===== src/rtl/alu_pkg.sv =====
// Shared op-code encodings and controller state encodings for the sequenced ALU.
package alu_pkg;

  localparam logic [3:0] ALU_AND = 4'd0;
  localparam logic [3:0] ALU_OR  = 4'd1;
  localparam logic [3:0] ALU_ADD = 4'd2;
  localparam logic [3:0] ALU_SUB = 4'd3;
  localparam logic [3:0] ALU_SRL = 4'd4;
  localparam logic [3:0] ALU_SLL = 4'd5;
  localparam logic [3:0] ALU_XOR = 4'd6;
  localparam logic [3:0] ALU_SLT = 4'd7;
  localparam logic [3:0] ALU_SRA = 4'd8;
  localparam logic [3:0] ALU_MUL = 4'd9;

  typedef enum logic [1:0] {
    ST_IDLE = 2'd0,
    ST_MUL  = 2'd1,
    ST_HOLD = 2'd2
  } state_t;

endpackage


===== src/rtl/alu_mul_seq.sv =====
// Unsigned shift-add multiplier, one partial product per cycle.
// Latency: WIDTH cycles from start to a one-cycle done pulse with the full product.
// Backpressure: none; a start while busy restarts with the new operands.
module alu_mul_seq #(
  parameter  int WIDTH = 32,
  localparam int SHW   = $clog2(WIDTH)
) (
  input  logic               clk,
  input  logic               rst_n,
  input  logic               start,
  input  logic [WIDTH-1:0]   a,
  input  logic [WIDTH-1:0]   b,
  output logic               done,
  output logic [2*WIDTH-1:0] product
);

  logic [2*WIDTH-1:0] mcand;
  logic [WIDTH-1:0]   mplier;
  logic [SHW-1:0]     cnt;
  logic               busy;

  always_ff @(posedge clk or negedge rst_n) begin
    if (!rst_n) begin
      mcand   <= '0;
      mplier  <= '0;
      product <= '0;
      cnt     <= '0;
      busy    <= 1'b0;
      done    <= 1'b0;
    end else begin
      done <= 1'b0;
      if (start) begin
        mcand   <= {{WIDTH{1'b0}}, a};
        mplier  <= b;
        product <= '0;
        cnt     <= '0;
        busy    <= 1'b1;
      end else if (busy) begin
        // multiplicand walks left while the multiplier bit under test walks right
        if (mplier[0]) product <= product + mcand;
        mcand  <= mcand << 1;
        mplier <= mplier >> 1;
        cnt    <= cnt + 1'b1;
        if (cnt == SHW'(WIDTH - 1)) begin
          busy <= 1'b0;
          done <= 1'b1;
        end
      end
    end
  end

endmodule


===== src/rtl/alu_seq.sv =====
// Registered ALU with valid/ready handshake and a sequential unsigned multiply.
// Latency: 1 cycle for single-cycle ops, WIDTH+1 cycles for MUL.
// Backpressure: result and flags held while out_ready is low; no accept until drained.
module alu_seq
  import alu_pkg::*;
#(
  parameter  int WIDTH = 32,
  localparam int SHW   = $clog2(WIDTH)
) (
  input  logic             clk,
  input  logic             rst_n,
  input  logic             in_valid,
  output logic             in_ready,
  input  logic [WIDTH-1:0] a,
  input  logic [WIDTH-1:0] b,
  input  logic [3:0]       op,
  output logic             out_valid,
  input  logic             out_ready,
  output logic [WIDTH-1:0] result,
  output logic             cout,
  output logic             ovf,
  output logic             zero,
  output logic             neg
);

  state_t               state, state_nxt;
  logic                 accept, mul_start, mul_done;
  logic [2*WIDTH-1:0]   mul_prod;
  logic [WIDTH:0]       add_ext, sub_ext;
  logic [SHW-1:0]       shamt;
  logic [WIDTH-1:0]     sc_res;
  logic                 sc_cout, sc_ovf;

  assign in_ready  = (state == ST_IDLE) && (!out_valid || out_ready);
  assign accept    = in_valid && in_ready;
  assign mul_start = accept && (op == ALU_MUL);

  alu_mul_seq #(.WIDTH(WIDTH)) u_mul (
    .clk     (clk),
    .rst_n   (rst_n),
    .start   (mul_start),
    .a       (a),
    .b       (b),
    .done    (mul_done),
    .product (mul_prod)
  );

  always_ff @(posedge clk or negedge rst_n) begin
    if (!rst_n) state <= ST_IDLE;
    else        state <= state_nxt;
  end

  always_comb begin
    state_nxt = state;
    case (state)
      ST_IDLE: if (mul_start) state_nxt = ST_MUL;
      ST_MUL:  if (mul_done)  state_nxt = ST_HOLD;
      ST_HOLD: if (out_ready) state_nxt = ST_IDLE;
      default: state_nxt = ST_IDLE;
    endcase
  end

  // SUB carry out is the no-borrow indication (a >= b unsigned)
  assign add_ext = {1'b0, a} + {1'b0, b};
  assign sub_ext = {1'b0, a} + {1'b0, ~b} + {{WIDTH{1'b0}}, 1'b1};
  assign shamt   = b[SHW-1:0];

  always_comb begin
    sc_res  = '0;
    sc_cout = 1'b0;
    sc_ovf  = 1'b0;
    case (op)
      ALU_AND: sc_res = a & b;
      ALU_OR:  sc_res = a | b;
      ALU_XOR: sc_res = a ^ b;
      ALU_ADD: begin
        sc_res  = add_ext[WIDTH-1:0];
        sc_cout = add_ext[WIDTH];
        sc_ovf  = (a[WIDTH-1] == b[WIDTH-1]) && (add_ext[WIDTH-1] != a[WIDTH-1]);
      end
      ALU_SUB: begin
        sc_res  = sub_ext[WIDTH-1:0];
        sc_cout = sub_ext[WIDTH];
        sc_ovf  = (a[WIDTH-1] != b[WIDTH-1]) && (sub_ext[WIDTH-1] != a[WIDTH-1]);
      end
      ALU_SRL: sc_res = a >> shamt;
      ALU_SLL: sc_res = a << shamt;
      ALU_SRA: sc_res = $unsigned($signed(a) >>> shamt);
      ALU_SLT: sc_res = {{(WIDTH-1){1'b0}}, ($signed(a) < $signed(b))};
      default: sc_res = '0;
    endcase
  end

  always_ff @(posedge clk or negedge rst_n) begin
    if (!rst_n) begin
      out_valid <= 1'b0;
      result    <= '0;
      cout      <= 1'b0;
      ovf       <= 1'b0;
    end else if (accept && (op != ALU_MUL)) begin
      out_valid <= 1'b1;
      result    <= sc_res;
      cout      <= sc_cout;
      ovf       <= sc_ovf;
    end else if (mul_start) begin
      out_valid <= 1'b0;
    end else if ((state == ST_MUL) && mul_done) begin
      out_valid <= 1'b1;
      result    <= mul_prod[WIDTH-1:0];
      cout      <= |mul_prod[2*WIDTH-1:WIDTH];
      ovf       <= 1'b0;
    end else if (out_valid && out_ready) begin
      out_valid <= 1'b0;
    end
  end

  assign zero = ~|result;
  assign neg  = result[WIDTH-1];

endmodule


===== config.mk =====
export PLATFORM = sky130hd
export DESIGN_NAME = alu_seq
export DESIGN_NICKNAME = d
export VERILOG_FILES = /design/src/rtl/alu_pkg.sv /design/src/rtl/alu_mul_seq.sv /design/src/rtl/alu_seq.sv
export SDC_FILE = /design/constraint.sdc
export NUM_CORES = 1
export LEC_CHECK = 0
export CAP_MARGIN = 40
export CORE_MARGIN = 4
export CORE_UTILIZATION = 42
export DETAILED_ROUTE_END_ITERATION = 12
export PLACE_DENSITY = 0.67
export SYNTH_ARGS = -nofsm -noshare
export SYNTH_HDL_FRONTEND = slang
export SYNTH_SLANG_ARGS = --single-unit

===== constraint.sdc =====
create_clock -name clk -period 3.8 [get_ports clk]
set_input_delay 0.76 -clock clk [delete_from_list [all_inputs] [get_ports clk]]
set_output_delay 0.76 -clock clk [all_outputs]
set_load 0.01 [all_outputs]

After elaboration in Yosys (flattened, before gate mapping)

Index checks and enable logic that the tools add are counted.

Word-level logic and storage cells: 102
Bits in registers: 204
ROM bits: 0
Bits in latches: 0
Input port bits: 72
Output and inout port bits: 38
Bits in writable memories: 0
Memories kept: 0

$mul: 0
Mux-type cells: 35
Div/mod/pow operators: 0
Reductions and logical operators: 22
Equal/unequal tests: 21
Add/subtract/negate cells: 5
Order comparisons: 1
Shifts and indexed selects: 3
Bitwise operators: 4

Operators by type and width:

| kind                                                                   | count |
|---|---|
| 64-bit 2-to-1 mux                                                      | 5 |
| 32-bit one-hot mux with 9 select lines                                 | 1 |
| 32-bit 2-to-1 mux                                                      | 5 |
| 32-bit by 32-bit adder with 33-bit output                              | 2 |
| 64-bit adder                                                           | 1 |
| 32-bit OR reduction                                                    | 2 |
| 33-bit by 1-bit adder with 33-bit output (second input constant)       | 1 |
| 32-bit AND                                                             | 1 |
| 32-bit less-than comparator                                            | 1 |
| 32-bit inverter                                                        | 1 |
| 32-bit OR                                                              | 1 |
| 32-bit by 5-bit << shifter with 32-bit output                          | 1 |
| 32-bit by 5-bit >> shifter with 32-bit output                          | 1 |
| 32-bit by 5-bit >>> shifter with 32-bit output                         | 1 |
| 32-bit bitwise XOR                                                     | 1 |
| 4-bit by 3-bit equality test with 1-bit output (second input constant) | 4 |
| 1-bit 2-to-1 mux                                                       | 16 |
| 5-bit 2-to-1 mux                                                       | 2 |
| 4-bit by 2-bit equality test with 1-bit output (second input constant) | 2 |
| 4-bit equality test (second input constant)                            | 2 |
| 1-bit logical AND                                                      | 8 |
| 2-bit 2-to-1 mux                                                       | 3 |
| 2-bit one-hot mux with 3 select lines                                  | 1 |
| 2-bit nonzero test                                                     | 3 |
| 18 further kinds                                                       | 25 |

Longest topological paths before layout

Depth after elaboration: 7
Depth in mapped cells: 18
Gate-level depth less buffers: 14

Modules after synthesis

From an unflattened synthesis, not the netlist that was laid out.

Cell total of the unflattened synthesis: 2,790
Area, all modules: 21,515.6 um^2

By module, submodules not included:

| module      | instances | area an instance (um^2) | seq. area each (um^2) | cells an instance |
|---|---|---|---|---|
| alu_mul_seq | 1         | 11,177.0                | 4,179.0               | 1,274 |
| alu_seq     | 1         | 10,338.7                | 925.9                 | 1,516 |

Worst setup path before layout

Ideal clock, no wire load.

Kind: input port to flip-flop
From: input b[1]
To: register result[25]
Setup time: 136 ps
Slack: -850 ps
Stages on the path: 17
Data arrival time: 4,515 ps
Required time: 3,664 ps
Path buffers: 5
Cell sequence: clkbuf_1 inv_1 buf_2 buf_2 buf_2 buf_2 ha_1 a21o_1 a21oi_1 o2111ai_1 and2_1 o21a_1 a311o_1 a311o_1 a21o_1 a2111oi_0 nor3_1

Longest elaborated chain between the ends: 5
Elaborated cells between the ends (all ways): 9
Classes of those cells: 3 x add/sub; 3 x shift; 2 x mux; 1 x bitwise

Ends and longest elaborated chain:

| what                                       | line           | source |
|---|---|---|
| start: declaration                         | alu_seq.sv:15  | `input logic [WIDTH-1:0] b,` |
| 32-bit inverter                            | alu_seq.sv:65  | `assign sub_ext = {1'b0, a} + {1'b0, ~b} + {{WIDTH{1'b0}}, 1'b1};` |
| 32-bit by 32-bit adder with 33-bit output  | alu_seq.sv:65  |  |
| 33-bit by 1-bit adder with 33-bit output   | alu_seq.sv:65  |  |
| 32-bit one-hot mux with 9 select lines (*) | alu_seq.sv:72  | `case (op)` |
| 32-bit 2-to-1 mux (*)                      | alu_seq.sv:100 | `end else if (accept && (op != ALU_MUL)) begin` |
| end signal: assignment                     | alu_seq.sv:102 | `result <= sc_res;` |
| end signal: assignment                     | alu_seq.sv:109 | `result <= mul_prod[WIDTH-1:0];` |
| end: declaration                           | alu_seq.sv:19  | `output logic [WIDTH-1:0] result,` |

Mark *: on every way between the ends. The rest lies on a longest branch, timed or not.
A chain may end at the register's enable or synchronous reset.

Worst setup path in the final report

From: input a[3]
To: register result[0]

Longest elaborated chain between the ends: 3
Elaborated cells between the ends (all ways): 6
Classes of those cells: 1 x order compare; 3 x shift; 2 x mux

Ends and longest elaborated chain:

| what                                                      | line           | source |
|---|---|---|
| start: declaration                                        | alu_seq.sv:14  | `input logic [WIDTH-1:0] a,` |
| 32-bit less-than comparator, or another cell as far along | alu_seq.sv:89  | `ALU_SLT: sc_res = {{(WIDTH-1){1'b0}}, ($signed(a) < $signed(b))};` |
| 32-bit one-hot mux with 9 select lines (*)                | alu_seq.sv:72  |  |
| 32-bit 2-to-1 mux (*)                                     | alu_seq.sv:100 |  |

Marked as above.

==> run_results.csv <==
group,metric,value,unit
run_status,status,"finished, violations left",
run_status,violations,"negative setup slack",
timing,fmax,0.2631,GHz
timing,finalSetupViolCount,1,
floorplanning,coreArea,48950,sq um
placement,gp_congestion,1.038,
floorplanning,rows,81,
grt,grt.total_usage,0.3247,
finish,syn2layout_area_growth,25.63,%
run,cap_violations,0,
logic_synthesis,synth.distinct_cells,91,
timing,timing_hold_violations_final,0,
worst_setup_path,rr_endpoint,"u_mul.product[60]$_DFFE_PN0P_",
detailed_routing,drcViolationCount,0,
finish,final-seq-area,5109,sq um
placement,dpl_cell_area,25060,sq um
detailed_routing,post_drt_via_cell_ratio,6.199,
worst_setup_path,reg2reg_slack,0.12,ns
logic_synthesis,synth-simple-area-share,0.1808,
timing,slew_violations,0,
logic_synthesis,synth-edff-count,0,
timing,max-slew-margin-rel,0.4349,
detailed_routing,drt_pass1_iterations,7,
worst_setup_path,rr_startpoint,"u_mul.mcand[0]$_DFFE_PN0P_",
worst_setup_path,worst_setup_path_start_kind,"primary input",
detailed_routing,drt-initial-drc-count,2612,
clock_tree,cts.clk_slew.worst_paths,0.06,ns
power,switchingPower,8.591,mW
clock_tree,clock_sinks,204,
timing,final.min_clock_period,3.800,ns
worst_setup_path,critPathRequiredTime,4.29,ns
finish,drive_above_1_share,0.1778,
timing,whs,0.1537,ns
placement,placed_cells,3657,
logic_synthesis,synth_mux_area_frac,0.1078,
worst_setup_path,critical_path.max_fanout,5,
detailed_routing,wl,89160,microns
logic_synthesis,synth_top_family_by_area,"compound AO/OA/AOI/OAI gates",
logic_synthesis,synth-seq-cells,204,
finish,final_nets,3274,
logic_synthesis,synth_compound_area_frac,0.2773,
grt,antenna_found_initial,3,
worst_setup_path,critical_path_class,"primary input to register",
worst_setup_path,end_kind,"register",
worst_setup_path,rr_worst_depth,15,
logic_synthesis,synth-xor-area-share,0.02567,
grt,grt_pass1_vias,21907,
grt,grt_max_degree,85,
logic_synthesis,synth_fp_nets,2942,
logic_synthesis,yosys.area_share.adder,0.1069,
clock_tree,cts_tree,"done",
power,p_sw_frac,0.4793,
finish,design_area,26140,sq um
grt,grt_pass1_wl,135800,microns
hold_path,hold_class,"primary input to asynchronous set/reset pin",
detailed_routing,ant_nets,0,
timing,fin_skew,0.03228,ns
worst_setup_path,worstPathArrival,4.29,ns
grt,overflow,0,
floorplanning,die_w,230.6,microns
placement,place_ws,-0.6061,ns
floorplanning,ios,110,
timing,tightest_slew,0.8388,ns
floorplanning,die-area,53170,sq um
logic_synthesis,synthesis.instances,2694,
clock_tree,htree_levels,1,
logic_synthesis,yosys_warnings,0,
power,combPwrFrac,0.606,
placement,hpwl,69120,microns
timing,fin_crit_sh,1.000,
logic_synthesis,synthArstFlopShare,1.000,
floorplanning,start_util,0.4251,
power,clkPwrFrac,0.150,
power,power_density,685.5,nW/um^2
logic_synthesis,synthFlopType,"dfrtp_1",
logic_synthesis,seq_area_frac_synth,0.2453,
detailed_routing,via_count,23029,
clock_tree,worst_skew_pair.late_latency,0.60,ns
finish,fillCellCount,4753,
timing,fin_ws,-0.0004148,ns
clock_tree,cts-buffers-inserted,28,
finish,multi_input_area,14770,sq um
power,seqPwrFrac,0.244,
detailed_routing,wl_per_cell,24.00,microns
power,peakVddDrop,0.0006409,V
logic_synthesis,synth_area,20810,sq um
power,p_leak,11.84,nW
floorplanning,die-height,230.6,microns
placement,port_buffers,109,
power,p_int,9.331,mW
clock_tree,cts_buffer_depth,3,
logic_synthesis,syn_area_per_cell,7.724,sq um
clock_tree,cts_hold_buffers,0,
clock_tree,root_buffer,"clkbuf_16",
finish,fin_cells,3715,
[what timing repair did]
action / in CTS / in global routing
resized for setup: 5 / 30
setup endpoints to repair: 3 / 20
pin swaps: 2 / 14
setup buffers: 0 / 3
[critical path: stages]
cell and delay (ns):
clkdlybuf4s50_1 0.60, inv_1 0.11, ha_4 0.29, or3_4 0.13, a311oi_4 0.12, a211oi_4 0.51, o21ai_2 0.09, o21ai_2 0.26
o21a_2 0.19, nor2_2 0.05, a2111o_1 0.45, or4_4 0.49, a221oi_2 0.23
[synthesized netlist by cell type, types with 8 or more instances]
master     count  area [sq um]
nand3_1       47         235.2
or3_1         20         125.1
and3_1        13         81.33
nand2b_1      39         244.0
o21ai_0      267          1336
dfrtp_1      204          5105
o21bai_1      37         277.8
nor4_1        26         162.7
mux2i_1      151          1511
ha_1         173          2165
nor2b_1       18         112.6
nand2_1      293          1100
nor2_1       265         994.7
o21a_1        22         165.2
o211ai_1      27         202.7
buf_2         22         110.1
a21oi_1      264          1321
and2_1        11         68.82
buf_1         13         48.80
a211o_1       13         113.9
nand4_1       23         143.9
a21o_1        33         247.7
xnor2_1       31         271.5
o22ai_1       18         112.6
a221oi_1      19         166.4
nor3_1        50         250.2
or2_2         13         81.33
a22oi_1       16         120.1
a211oi_1      25         187.7
o21ai_1       19         95.09
mux4_2        29         653.1
inv_1        114         427.9
o31ai_1       18         135.1
o221ai_1      11         96.34
xor2_1        30         262.8
a31oi_1       32         200.2
a41oi_1        8         70.07
clkbuf_1     145         544.3
o2111ai_1     10         87.58
[power groups by stage]
stage | clock, mW | sequential [mW] | combinational, mW
floorplan | 0 | 3.88 | 7.36
global placement | 0 | 4.33 | 10.3
detailed placement | 0 | 4.36 | 10.5
CTS | 2.75 | 4.34 | 10.6
global route | 2.84 | 4.47 | 11.9
finish | 2.69 | 4.37 | 10.9
[layout by cell type (no fill, tap or decap), drive strengths merged, types with 11 or more instances in the layout]
master	netlist	layout
buf	36	380
nand2	293	293
o21ai	287	287
nor2	266	266
a21oi	265	265
dfrtp	204	204
ha	173	173
mux2i	151	151
inv	119	120
clkdlybuf4s50	0	96
nor3	50	50
nand3	47	47
nand2b	39	39
o21bai	37	37
clkbuf	146	36
a21o	33	33
a31oi	32	32
xnor2	31	31
xor2	30	30
mux4	29	29
o211ai	27	27
nor4	26	26
a211oi	26	26
nand4	23	23
o21a	23	23
a221oi	21	21
or3	20	20
o31ai	19	19
nor2b	18	18
o22ai	18	18
a22oi	16	16
or2	14	14
and3	13	13
a211o	13	13
and2	12	12
o221ai	11	11
clkinv	1	11
[state kept, by name (all words and copies together) (netlist names), 2 cells and up]
name / flops
u_mul.mcand: 64
u_mul.product: 64
result: 32
u_mul.mplier: 32
u_mul.cnt: 5
state: 2
[how the worst max path moves through the flow]
stage | end | cells after the start | from
6_report | result[0]$_DFFE_PN0P_ | 13 | a[3]
5_1_grt | result[0]$_DFFE_PN0P_ | 13 | a[3]
4_1_cts | result[0]$_DFFE_PN0P_ | 15 | a[0]
3_5_place_dp | result[22]$_DFFE_PN0P_ | 13 | a[0]
3_3_place_gp | result[0]$_DFFE_PN0P_ | 14 | b[4]
2_1_floorplan | result[0]$_DFFE_PN0P_ | 16 | b[2]
[metrics by stage]
stage	setup TNS [ns]	power, mW	utilization
after floorplan	-0.09549	11.24	-
after global placement	-7.578	14.65	0.5119
after detailed placement	-9.173	14.89	0.5119
after CTS	0	17.72	0.5314
after global routing	-0.0001297	19.21	0.5340
final	-0.0004148	17.92	0.5341
[cells by family (layout without fill, tap and decap cells)]
| kind of cell | Yosys count | in the layout |
|---|---|---|
| compound gates | 926 | 926 |
| simple gates | 838 | 838 |
| buf+inv | 302 | 656 |
| flops | 204 | 204 |
| mux | 187 | 187 |
| fa+ha+maj | 176 | 176 |
| xor+xnor | 61 | 61 |
| other cells | 0 | 3 |
[cell type report]
class / instances / area share
inverter: 120 / 0.01737
sequential: 204 / 0.1954
antenna: 3 / 0.0002872
clock inverter: 16 / 0.006413
tap: 664 / 0.03178
clock buffer: 36 / 0.02910
timing repair buffer: 484 / 0.1545
multi-input combinational: 2188 / 0.5651
[routing by layer]
metal,global-route usage,vias to the layer above,share of wire
met3,0.06133,175,0.096
met5,0,-,0
met4,0.09698,0,0.034
met2,0.4846,1211,0.43
met1,0.4767,11158,0.44
li1,-,10485,-
(Power assumes the default switching activity.)
